==> src/rtl/axi_defs_pkg.sv <==
// Shared AXI4 constants and the read-DMA FSM state type.
// Contents:
//   AXI_BURST_INCR     - ARBURST encoding for incrementing bursts
//   AXI_RESP_*         - RRESP/BRESP codes
//   AXI_PAGE_BYTES     - 4 KB page that no burst may cross
//   AXI_CACHE_DEFAULT  - ARCACHE: bufferable + modifiable
//   AXI_PROT_DEFAULT   - ARPROT: unprivileged, secure, data
//   rd_state_e         - read DMA master FSM states
package axi_defs_pkg;

    localparam logic [1:0] AXI_BURST_INCR = 2'b01;

    localparam logic [1:0] AXI_RESP_OKAY   = 2'b00;
    localparam logic [1:0] AXI_RESP_EXOKAY = 2'b01;
    localparam logic [1:0] AXI_RESP_SLVERR = 2'b10;
    localparam logic [1:0] AXI_RESP_DECERR = 2'b11;

    localparam int unsigned AXI_PAGE_BYTES = 4096;

    localparam logic [3:0] AXI_CACHE_DEFAULT = 4'b0011;
    localparam logic [2:0] AXI_PROT_DEFAULT  = 3'b000;

    typedef enum logic [1:0] {
        StIdle,
        StAddr,
        StData
    } rd_state_e;

endpackage

==> src/rtl/axi_rd_burst_calc.sv <==
// Combinational burst-length calculator for the read DMA master.
// Returns min(remaining, MAX_BURST, beats left before the next 4 KB page).
// Ports:
//   i_addr_lo    - low 12 bits of the (beat-aligned) burst start address
//   i_remaining  - beats still to be requested for the command
//   o_beats      - beats for this burst (1..MAX_BURST when i_remaining != 0)
module axi_rd_burst_calc
    import axi_defs_pkg::*;
#(
    parameter int unsigned STRB_WIDTH = 4,
    parameter int unsigned MAX_BURST  = 16
) (
    input  logic [11:0] i_addr_lo,
    input  logic [15:0] i_remaining,
    output logic [8:0]  o_beats
);

    localparam int unsigned SIZE = $clog2(STRB_WIDTH);

    logic [12:0] w_page_bytes;
    logic [12:0] w_page_beats;
    logic [16:0] w_lim;
    logic [7:0]  w_unused_hi;

    // Bytes up to the page end; 4096 when sitting exactly on a page start.
    assign w_page_bytes = 13'(AXI_PAGE_BYTES) - {1'b0, i_addr_lo};
    assign w_page_beats = w_page_bytes >> SIZE;

    always_comb begin
        w_lim = {1'b0, i_remaining};
        if ({4'b0, w_page_beats} < w_lim) begin
            w_lim = {4'b0, w_page_beats};
        end
        if (17'(MAX_BURST) < w_lim) begin
            w_lim = 17'(MAX_BURST);
        end
    end

    // MAX_BURST <= 256 bounds the result to 9 bits.
    assign o_beats     = w_lim[8:0];
    assign w_unused_hi = w_lim[16:9];

endmodule

==> src/rtl/axi_rd_dma_master.sv <==
// AXI4 read DMA master: splits a (address, beat count) command into INCR
// bursts that never cross a 4 KB page, keeps one burst outstanding, and
// forwards read data to a valid/ready stream with zero latency.
// Ports:
//   clk, rst                  - clock, asynchronous active-low reset
//   cmd_valid/ready/addr/beats - command handshake (beats 0 means 1)
//   m_axi_ar*                 - AXI read address channel
//   m_axi_r*                  - AXI read data channel
//   out_data/last/valid/ready - output stream; out_last marks the final beat
//   done, err                 - completion pulse and accumulated error flag
module axi_rd_dma_master
    import axi_defs_pkg::*;
#(
    parameter int unsigned DATA_WIDTH = 32,
    parameter int unsigned ADDR_WIDTH = 32,
    parameter int unsigned ID_WIDTH   = 8,
    parameter int unsigned MAX_BURST  = 16
) (
    input  logic                  clk,
    input  logic                  rst,

    input  logic                  cmd_valid,
    output logic                  cmd_ready,
    input  logic [ADDR_WIDTH-1:0] cmd_addr,
    input  logic [15:0]           cmd_beats,

    output logic [ID_WIDTH-1:0]   m_axi_arid,
    output logic [ADDR_WIDTH-1:0] m_axi_araddr,
    output logic [7:0]            m_axi_arlen,
    output logic [2:0]            m_axi_arsize,
    output logic [1:0]            m_axi_arburst,
    output logic                  m_axi_arlock,
    output logic [3:0]            m_axi_arcache,
    output logic [2:0]            m_axi_arprot,
    output logic                  m_axi_arvalid,
    input  logic                  m_axi_arready,

    input  logic [ID_WIDTH-1:0]   m_axi_rid,
    input  logic [DATA_WIDTH-1:0] m_axi_rdata,
    input  logic [1:0]            m_axi_rresp,
    input  logic                  m_axi_rlast,
    input  logic                  m_axi_rvalid,
    output logic                  m_axi_rready,

    output logic [DATA_WIDTH-1:0] out_data,
    output logic                  out_last,
    output logic                  out_valid,
    input  logic                  out_ready,

    output logic                  done,
    output logic                  err
);

    localparam int unsigned STRB_WIDTH = DATA_WIDTH / 8;
    localparam int unsigned SIZE       = $clog2(STRB_WIDTH);

    rd_state_e             r_state;
    logic                  r_cmd_ready;
    logic [ADDR_WIDTH-1:0] r_addr;
    logic [15:0]           r_remaining;
    logic [8:0]            r_burst_len;
    logic [8:0]            r_beat_cnt;
    logic                  r_arvalid;
    logic                  r_done;
    logic                  r_err;

    logic [8:0]            w_beats;
    logic [8:0]            w_arlen_full;
    logic [ADDR_WIDTH-1:0] w_burst_bytes;
    logic [ADDR_WIDTH-1:0] w_cmd_addr_aligned;
    logic [15:0]           w_cmd_beats;
    logic                  w_in_data;
    logic                  w_xfer;
    logic                  w_burst_end;
    logic                  w_beat_err;
    logic                  w_unused;

    axi_rd_burst_calc #(
        .STRB_WIDTH (STRB_WIDTH),
        .MAX_BURST  (MAX_BURST)
    ) u_burst_calc (
        .i_addr_lo   (r_addr[11:0]),
        .i_remaining (r_remaining),
        .o_beats     (w_beats)
    );

    assign w_cmd_addr_aligned = cmd_addr & ~ADDR_WIDTH'(STRB_WIDTH - 1);
    assign w_cmd_beats        = (cmd_beats == 16'd0) ? 16'd1 : cmd_beats;
    assign w_burst_bytes      = ADDR_WIDTH'(w_beats) << SIZE;
    assign w_arlen_full       = w_beats - 9'd1;

    assign w_in_data   = (r_state == StData);
    assign w_xfer      = w_in_data && m_axi_rvalid && out_ready;
    // The local beat counter, not rlast, decides where a burst ends.
    assign w_burst_end = (r_beat_cnt == (r_burst_len - 9'd1));
    assign w_beat_err  = (m_axi_rresp != AXI_RESP_OKAY) || (m_axi_rid != '0);
    assign w_unused    = ^{m_axi_rlast, w_arlen_full[8]};

    // araddr/arlen derive from registers that only move on the AR handshake,
    // so they stay stable while arvalid is held.
    assign m_axi_arid    = '0;
    assign m_axi_araddr  = r_addr;
    assign m_axi_arlen   = w_arlen_full[7:0];
    assign m_axi_arsize  = 3'(SIZE);
    assign m_axi_arburst = AXI_BURST_INCR;
    assign m_axi_arlock  = 1'b0;
    assign m_axi_arcache = AXI_CACHE_DEFAULT;
    assign m_axi_arprot  = AXI_PROT_DEFAULT;
    assign m_axi_arvalid = r_arvalid;

    assign m_axi_rready = w_in_data && out_ready;
    assign out_valid    = w_in_data && m_axi_rvalid;
    assign out_data     = m_axi_rdata;
    assign out_last     = w_in_data && m_axi_rvalid && w_burst_end && (r_remaining == 16'd0);

    assign cmd_ready = r_cmd_ready;
    assign done      = r_done;
    assign err       = r_err;

    always_ff @(posedge clk or negedge rst) begin
        if (!rst) begin
            r_state     <= StIdle;
            r_cmd_ready <= 1'b0;
            r_addr      <= '0;
            r_remaining <= '0;
            r_burst_len <= '0;
            r_beat_cnt  <= '0;
            r_arvalid   <= 1'b0;
            r_done      <= 1'b0;
            r_err       <= 1'b0;
        end else begin
            r_done <= 1'b0;
            unique case (r_state)
                StIdle: begin
                    if (cmd_valid && r_cmd_ready) begin
                        r_cmd_ready <= 1'b0;
                        r_addr      <= w_cmd_addr_aligned;
                        r_remaining <= w_cmd_beats;
                        r_err       <= 1'b0;
                        r_arvalid   <= 1'b1;
                        r_state     <= StAddr;
                    end else begin
                        r_cmd_ready <= 1'b1;
                    end
                end
                StAddr: begin
                    if (m_axi_arready) begin
                        r_arvalid   <= 1'b0;
                        r_addr      <= r_addr + w_burst_bytes;
                        r_remaining <= r_remaining - 16'(w_beats);
                        r_burst_len <= w_beats;
                        r_beat_cnt  <= '0;
                        r_state     <= StData;
                    end
                end
                StData: begin
                    if (w_xfer) begin
                        r_err <= r_err | w_beat_err;
                        if (w_burst_end) begin
                            if (r_remaining == 16'd0) begin
                                r_done      <= 1'b1;
                                r_cmd_ready <= 1'b1;
                                r_state     <= StIdle;
                            end else begin
                                r_arvalid <= 1'b1;
                                r_state   <= StAddr;
                            end
                        end else begin
                            r_beat_cnt <= r_beat_cnt + 9'd1;
                        end
                    end
                end
                default: r_state <= StIdle;
            endcase
        end
    end

endmodule

==> config.mk <==
export PLATFORM = sky130hd
export DESIGN_NAME = axi_rd_dma_master
export DESIGN_NICKNAME = d
export VERILOG_FILES = /design/src/rtl/axi_defs_pkg.sv /design/src/rtl/axi_rd_burst_calc.sv /design/src/rtl/axi_rd_dma_master.sv
export SDC_FILE = /design/constraint.sdc
export NUM_CORES = 1
export LEC_CHECK = 0
export ABC_AREA = 1
export BUFFER_PORTS_ARGS = -buffer_cell sky130_fd_sc_hd__buf_2
export CAP_MARGIN = 20
export CORE_MARGIN = 5
export CORE_UTILIZATION = 30
export CTS_CLUSTER_DIAMETER = 30
export DETAILED_ROUTE_END_ITERATION = 12
export PLACE_DENSITY = 0.63
export SETUP_SLACK_MARGIN = 0.1
export SLEW_MARGIN = 0
export SYNTH_ARGS = -nofsm -noshare
export SYNTH_HDL_FRONTEND = slang
export SYNTH_SLANG_ARGS = --single-unit
==> constraint.sdc <==
create_clock -name clk -period 4.3 [get_ports clk]
set_input_delay 0.86 -clock clk [delete_from_list [all_inputs] [get_ports clk]]
set_output_delay 0.86 -clock clk [all_outputs]
set_load 0.02 [all_outputs]
==> reports/qor.csv, run 1 <==
metric;value;unit
layout_common_cells;nand2_1, buf_4, buf_2;
first_iter_violations;300;
grt_first_pass_wirelength;29300;um
synth_edf_count;0;
numCtsBuffers;9;
place.gp.congestion;0.819;
power_frac_comb;0.682;
place_ws;-150;ps
wl_per_cell;14.1;um
grt_max_degree;71;
p_total;0.00646;W
overflow;0;
use_met1;0.192;
drc;0;
final_common_cell;nand2_1;
leakage;4.19;nW
fin_util;0.427;
ir_drop;351;uV
seqCellArea;1760;um^2
drive_gt1_frac;0.369;
slew_viol_final;0;
crit_fanout;8;
finalSetupTns;0;ps
synth_area_leaders;dfrtp_1, nand2_1, buf_4;
avgSynthCellArea;6.91;um^2
io_pins;197;
path_class;reg -> reg;
clkSlewWorstSetupHoldPaths;60;ps
synth-seq-cells;70;
cts_buffer_depth;2;
die-area;23600;um^2
ys_types;45;
setup_violations;0;
end_kind;flop;
detail-route-antenna-nets;0;
holdBufCountCts;0;
grt_setup_unrepaired;yes;
avgViaCountPerCell;4.76;
fin_area;8670;um^2
post-route-period-util;0.996;
num_rows;52;
dr.pass1.iters;7;
antenna_found_initial;0;
grt_use_met3;0.0349;
skew;8.21;ps
n_fill_cell;2046;
tightest_slew;952;ps
yosysWarnings;0;
timing.fmax;0.234;GHz
cp.required;4510;ps
htree_levels;3;
cp_slowest_cell;dfrtp_2;
worstPathArrival;4490;ps
grt_usage;0.150;
dieWidth;154;um
synth-seq-area-share;0.283;
setup_ws;19.3;ps
area_growth;40.0;%
core_area;20300;um^2
antennaDiodeCount;0;
clkPwrFrac;0.120;
clockRootBuffer;clkbuf_16;
multi_input_area;4470;um^2
via_count;6404;
maxCapViolCount;0;
busiest_layer;met2;
p_int;0.00326;W
start_util;0.305;
swShare;0.495;
pwr_density_cell;745;nW/um^2
die-height;154;um
path_common_cell;nand2_2;
synthArstFlopShare;1.00;
dpl-instance-area;7270;um^2
maxSlewHeadroom;0.365;
hp-class;reg -> reg;
critPathMaxStageDelay;420;ps
seq_power_share;0.198;
syn_area;6190;um^2
worstSkewPairLatency;350;ps
synth_top_area_share;0.283;
synth_ff_type;dfrtp_1;
p_switching;0.00320;W
cp-start-kind;flop;
grt_use_met2;0.254;
finalCriticalPeriod;4280;ps
outcome;finished clean;
synthCells;896;
num-nets-final;1202;
yosys.area.top_type;dfrtp_1;
port_buffers;106;
hold_viol;0;
dp_hpwl;13400;um
wl;19000;um
grt_pass1_vias;6058;
cts_tree;built;
cts_num_sinks;70;
==> metrics by stage <==
stage | cells | hold WS [ps]
CTS | 1327 | 491
floorplan | 925 | 455
global route | 1345 | 506
finish | 1345 | 486
detailed placement | 1298 | 478
global placement | 1298 | 472
==> registers in the layout, indices dropped and copies added, names as in the netlist <==
| signal | flops |
|---|---|
| r_state | 2 |
| cmd_ready | 1 |
| done | 1 |
| r_burst_len | 9 |
| m_axi_arvalid | 1 |
| err | 1 |
| r_remaining | 16 |
| m_axi_araddr | 30 |
| r_beat_cnt | 9 |
==> routing by layer <==
metal / up-vias / routed length (um) / part of all wire
met5: - / 0 / 0
met4: 0 / 304 / 0.016
met3: 29 / 1090 / 0.057
met2: 174 / 9390 / 0.49
met1: 2977 / 8230 / 0.43
li1: 3224 / - / -
==> final timing paths <==
kind | from | endpoint | slack [ps] | cells past startpoint
min in group asynchronous | rst | r_beat_cnt[2] | 660 | 1
worst max register to register | m_axi_araddr[2] | r_remaining[10] | 20 | 36
worst min-delay path | r_burst_len[8] | r_burst_len[8] | 490 | 2
worst min register to register | r_burst_len[8] | r_burst_len[8] | 490 | 2
worst max-delay path | m_axi_araddr[2] | r_remaining[10] | 20 | 36
max in group asynchronous | rst | m_axi_araddr[6] | 2970 | 1
==> area by class of cell <==
class                   count  area share
clock inverters             3     0.00491
flip-flops and latches     70       0.203
well taps                 270      0.0390
clock buffers              13      0.0300
repair buffers            210       0.159
inverters                 108      0.0482
multi-input cells         671       0.516
==> cells in the mapped netlist, types with 13 or more instances <==
cell / count
nand3_1: 40
nand2_1: 186
o21ai_0: 69
inv_1: 102
clkbuf_1: 16
dfrtp_1: 70
nand4_1: 19
nor2_1: 89
xnor2_1: 13
ha_1: 33
xor2_1: 25
o21ai_1: 19
buf_4: 56
nor3_1: 17
a21oi_1: 44
==> kinds of logic after synthesis <==
group / share of synthesized area
buffers and inverters: 0.146
DFF: 0.283
xor gates and xnor gates: 0.0574
other: 0.00121
and+or+nand+nor: 0.286
AOI/OAI and AO/OA: 0.153
adders and majority gates: 0.0732
==> critical path: cells and delay by family (launching register included) <==
family | cells | cell delay, ps
and+or+nand+nor | 21 | 1820
adders and majority gates | 4 | 790
AOI/OAI and AO/OA | 5 | 590
DFF | 1 | 420
buffers and inverters | 5 | 400
xor gates and xnor gates | 1 | 120
==> power by group through the flow <==
stage / logic (W) / registers [W] / clock network, W
2_1_floorplan: 0.00225 / 0.00138 / 0
3_3_place_gp: 0.00346 / 0.00125 / 0
3_5_place_dp: 0.00353 / 0.00125 / 0
4_1_cts: 0.00375 / 0.00125 / 0.000793
5_1_grt: 0.00488 / 0.00133 / 0.000815
6_report: 0.00440 / 0.00128 / 0.000774
==> repair_timing <==
action,4_1_cts,5_1_grt
pin swaps,32,93
setup buffers,13,23
gates resized for setup,51,157
setup endpoints to repair,32,43
(Power assumes the default switching activity.)
==> run 2: changes to the inputs <==
==> constraint.sdc (replaced) <==
create_clock -name clk -period 4.3 [get_ports clk]
set_input_delay 0 -clock clk [delete_from_list [all_inputs] [get_ports clk]]
set_output_delay 0 -clock clk [all_outputs]
set_load 0.02 [all_outputs]
==> reports/qor.csv, run 2 (synthesis gave the netlist of run 1 again) <==
metric;value;unit
wl;18900;um
first_iter_violations;318;
cp.required;4530;ps
dpl-instance-area;7150;um^2
cp_num_buf_inv;8;
dp_hpwl;13500;um
cts_buffer_depth;2;
num-nets-final;1218;
leakage;4.15;nW
detail-route-antenna-nets;0;
fin_area;8580;um^2
path_common_cell;nand2_1;
grt_first_pass_wirelength;29800;um
post-route-period-util;0.993;
cts_tree;built;
numCtsBuffers;9;
dieWidth;154;um
setup_violations;0;
power_frac_comb;0.677;
drc;0;
swShare;0.500;
largest_register_ffs;30;
place.gp.congestion;0.808;
end_kind;flop;
cp_slowest_cell;dfrtp_2;
die-height;154;um
tightest_slew;946;ps
outcome;finished clean;
maxSlewHeadroom;0.369;
place_ws;-95.5;ps
pwr_density_cell;727;nW/um^2
grt_usage;0.154;
start_util;0.305;
clkPwrFrac;0.119;
ir_drop;370;uV
finalSetupTns;0;ps
maxCapViolCount;0;
slew_viol_final;0;
antenna_found_initial;0;
htree_levels;3;
grt_setup_unrepaired;yes;
antennaDiodeCount;0;
setup_ws;28.3;ps
holdPathStages;0;
worstPathArrival;4500;ps
clockRootBuffer;clkbuf_16;
path_delay_family;simple AND/OR/NAND/NOR gates;
critPathMaxStageDelay;440;ps
worstSkewPairLatency;350;ps
n_fill_cell;2097;
cts_num_sinks;70;
grt_pass1_vias;6045;
io_pins;197;
overflow;0;
final_common_cell;nand2_1;
via_count;6454;
wl_per_cell;13.9;um
path_class;reg -> reg;
area_growth;38.6;%
clkSlewWorstSetupHoldPaths;50;ps
p_switching;0.00312;W
crit_fanout;8;
timing.fmax;0.234;GHz
p_int;0.00312;W
grt_max_degree;71;
avgViaCountPerCell;4.74;
multi_input_area;4230;um^2
finalCriticalPeriod;4270;ps
drive_gt1_frac;0.315;
layout_common_cells;nand2_1, buf_2, inv_1;
hold_viol;0;
cp-start-kind;flop;
skew;10.9;ps
core_area;20300;um^2
num_rows;52;
die-area;23600;um^2
dr.pass1.iters;5;
seq_power_share;0.204;
port_buffers;106;
r2r_cells;35;
cp.depth;35;
hp-class;in -> out;
seqCellArea;1760;um^2
## run 2: final cells by class
type                       count  share of cell area
tap                          270              0.0394
timing repair buffer         226               0.181
inverter                     108              0.0481
sequential                    70               0.205
clock inverter                 4             0.00554
clock buffer                  12              0.0276
multi-input combinational    671               0.493
## run 2: routing by layer
layer	global-route usage	up-vias	wire (um)
met5	0	-	0
met4	0.0404	0	372
met3	0.0340	27	1340
met2	0.267	220	9250
met1	0.193	2953	7950
li1	-	3254	-
## run 2: stage by stage
step                       util  power, W  cells  hold WS [ps]
after floorplan               -   0.00363    925          -296
after global placement    0.352   0.00468   1281         0.137
after detailed placement  0.352   0.00472   1281         0.137
after CTS                 0.399   0.00578   1345         0.137
after global routing      0.423   0.00681   1361        0.0311
final                     0.423   0.00624   1361       0.00881
## run 2: final timing paths
kind / from / end / slack (ps)
worst min register to register: r_burst_len[8] / r_burst_len[8] / 480
worst min-delay path: m_axi_rdata[10] / out_data[10] / 0.009
min in group asynchronous: rst / r_beat_cnt[3] / 330
max in group asynchronous: rst / m_axi_araddr[2] / 3270
worst max register to register: m_axi_araddr[3] / r_remaining[15] / 30
worst max-delay path: m_axi_araddr[3] / r_remaining[15] / 30
## run 2: timing repair
action | CTS | global route
hold endpoints to repair | 102 | 0
setup endpoints to repair | 23 | 36
setup buffers | 14 | 16
hold buffers | 34 | 0
resized for setup | 49 | 99
pin swaps | 29 | 53
## run 2: power by group through the flow
stage	Clock, W	Combinational [W]	Sequential, W
after floorplan	0	0.00225	0.00138
after global placement	0	0.00343	0.00125
after detailed placement	0	0.00347	0.00125
after CTS	0.000758	0.00377	0.00125
after global routing	0.000783	0.00471	0.00132
final	0.000741	0.00422	0.00127
==> run 3: changes to the inputs <==
Settings changed: PLACE_DENSITY 0.63 to not set.
==> reports/qor.csv, run 3 (synthesis gave the netlist of run 1 again) <==
metric;value;unit
highest-signal-layer;met4;
r2r-start;m_axi_araddr[3];
grt_max_degree;71;
path_common_cell;buf_4;
r2r-end;r_remaining[4];
dpl-instance-area;7180;um^2
fin_area;8570;um^2
multi_input_area;4200;um^2
seqCellArea;1760;um^2
start_util;0.305;
io_pins;197;
slew_viol_final;0;
finalSetupTns;-85.4;ps
crit_fanout;8;
met2_length;9520;um
via_count;6454;
post-route-period-util;1.02;
clockRootBuffer;clkbuf_16;
hold_viol;0;
clkSlewWorstSetupHoldPaths;60;ps
hold_slack;0.00775;ps
numCtsBuffers;9;
maxCapViolCount;0;
cts_num_sinks;70;
wl;19500;um
place.gp.congestion;0.844;
r2r_cells;34;
end_kind;flop;
final_common_cell;nand2_1;
antenna_found_initial;0;
startpoint;m_axi_araddr[3];
drc;0;
num-nets-final;1221;
setup_ws;-83.6;ps
p_total;0.00624;W
layout_common_cells;nand2_1, buf_2, inv_1;
dp_hpwl;13800;um
dieWidth;154;um
timing.fmax;0.228;GHz
first_iter_violations;366;
largest_register_ffs;30;
drive_gt1_frac;0.318;
detail-route-antenna-nets;0;
num_rows;52;
antennaDiodeCount;0;
worstPathArrival;4610;ps
grt_usage;0.159;
pwr_density_cell;728;nW/um^2
htree_levels;3;
dr.pass1.iters;5;
cts_buffer_depth;2;
grt_first_pass_wirelength;31200;um
maxSlewHeadroom;0.350;
outcome;finished, violations left;
setup_violations;2;
ir_drop;361;uV
hp-class;in -> out;
leakage;4.12;nW
cp_slowest_cell;dfrtp_2;
cts_tree;built;
core_area;20300;um^2
finalCriticalPeriod;4380;ps
n_fill_cell;2070;
crit_end;r_remaining[4];
cp.required;4520;ps
grt_setup_unrepaired;yes;
grt_pass1_vias;6411;
dr_wl_met3;1150;um
violations;setup timing;
port_buffers;106;
area_growth;38.4;%
worstSkewPairLatency;350;ps
wl_per_cell;14.3;um
overflow;0;
avgViaCountPerCell;4.74;
reg2reg_setup_slack;-80;ps
die-area;23600;um^2
met1_length;8530;um
critPathMaxStageDelay;440;ps
path_class;reg -> reg;
die-height;154;um
cp-start-kind;flop;
skew;6.45;ps
tightest_slew;975;ps
-- run 3: through the flow --
stage	utilization	setup slack (ps)	cells
after detailed placement	0.354	-145	1284
after global placement	0.354	-99.2	1284
after global routing	0.422	-328	1363
after floorplan	-	105	925
after CTS	0.400	94.5	1352
final	0.422	-83.6	1363
-- run 3: report_power, final --
part	switching, W	internal [W]
Sequential	0.000348	0.000937
Combinational	0.00247	0.00173
Clock	0.000293	0.000460
-- run 3: how the worst min path moves through the flow --
stage	cells after the start	slack, ps	start	endpoint
global route	0	0.03	m_axi_rdata[1]	out_data[1]
detailed placement	0	0.1	m_axi_rdata[11]	out_data[11]
CTS	0	0.1	m_axi_rdata[11]	out_data[11]
floorplan	0	-300	rst	cmd_ready
finish	0	0.008	m_axi_rdata[7]	out_data[7]
global placement	0	0.1	m_axi_rdata[11]	out_data[11]
-- run 3: cell type report --
class / count / share of cell area
clock buffers: 11 / 0.0283
clock inverters: 4 / 0.00555
flip-flops and latches: 70 / 0.205
multi-input cells: 671 / 0.491
inverters: 108 / 0.0482
repair buffers: 229 / 0.183
well taps: 270 / 0.0394
-- run 3: worst max-delay path: cells and delay by family, from the launching register on --
family | cells | cell delay (ps)
buf+inv | 11 | 1300
xor+xnor | 1 | 130
flops | 1 | 440
fa+ha+maj | 2 | 550
compound gates | 4 | 410
simple gates | 16 | 1450
-- run 3: repair_timing --
item | 4_1_cts | 5_1_grt
gates cloned | 0 | 0
setup buffers | 16 | 11
gates resized for setup | 39 | 97
endpoints found under the setup margin | 25 | 35
pin swaps | 16 | 63
hold buffers | 37 | 0
hold endpoints to repair | 103 | 0
-- run 3: layer usage --
| layer | vias to the layer above | track usage |
|---|---|---|
| met5 | - | 0 |
| met4 | 0 | 0.0433 |
| met3 | 21 | 0.0329 |
| met2 | 168 | 0.276 |
| met1 | 3009 | 0.202 |
| li1 | 3256 | - |
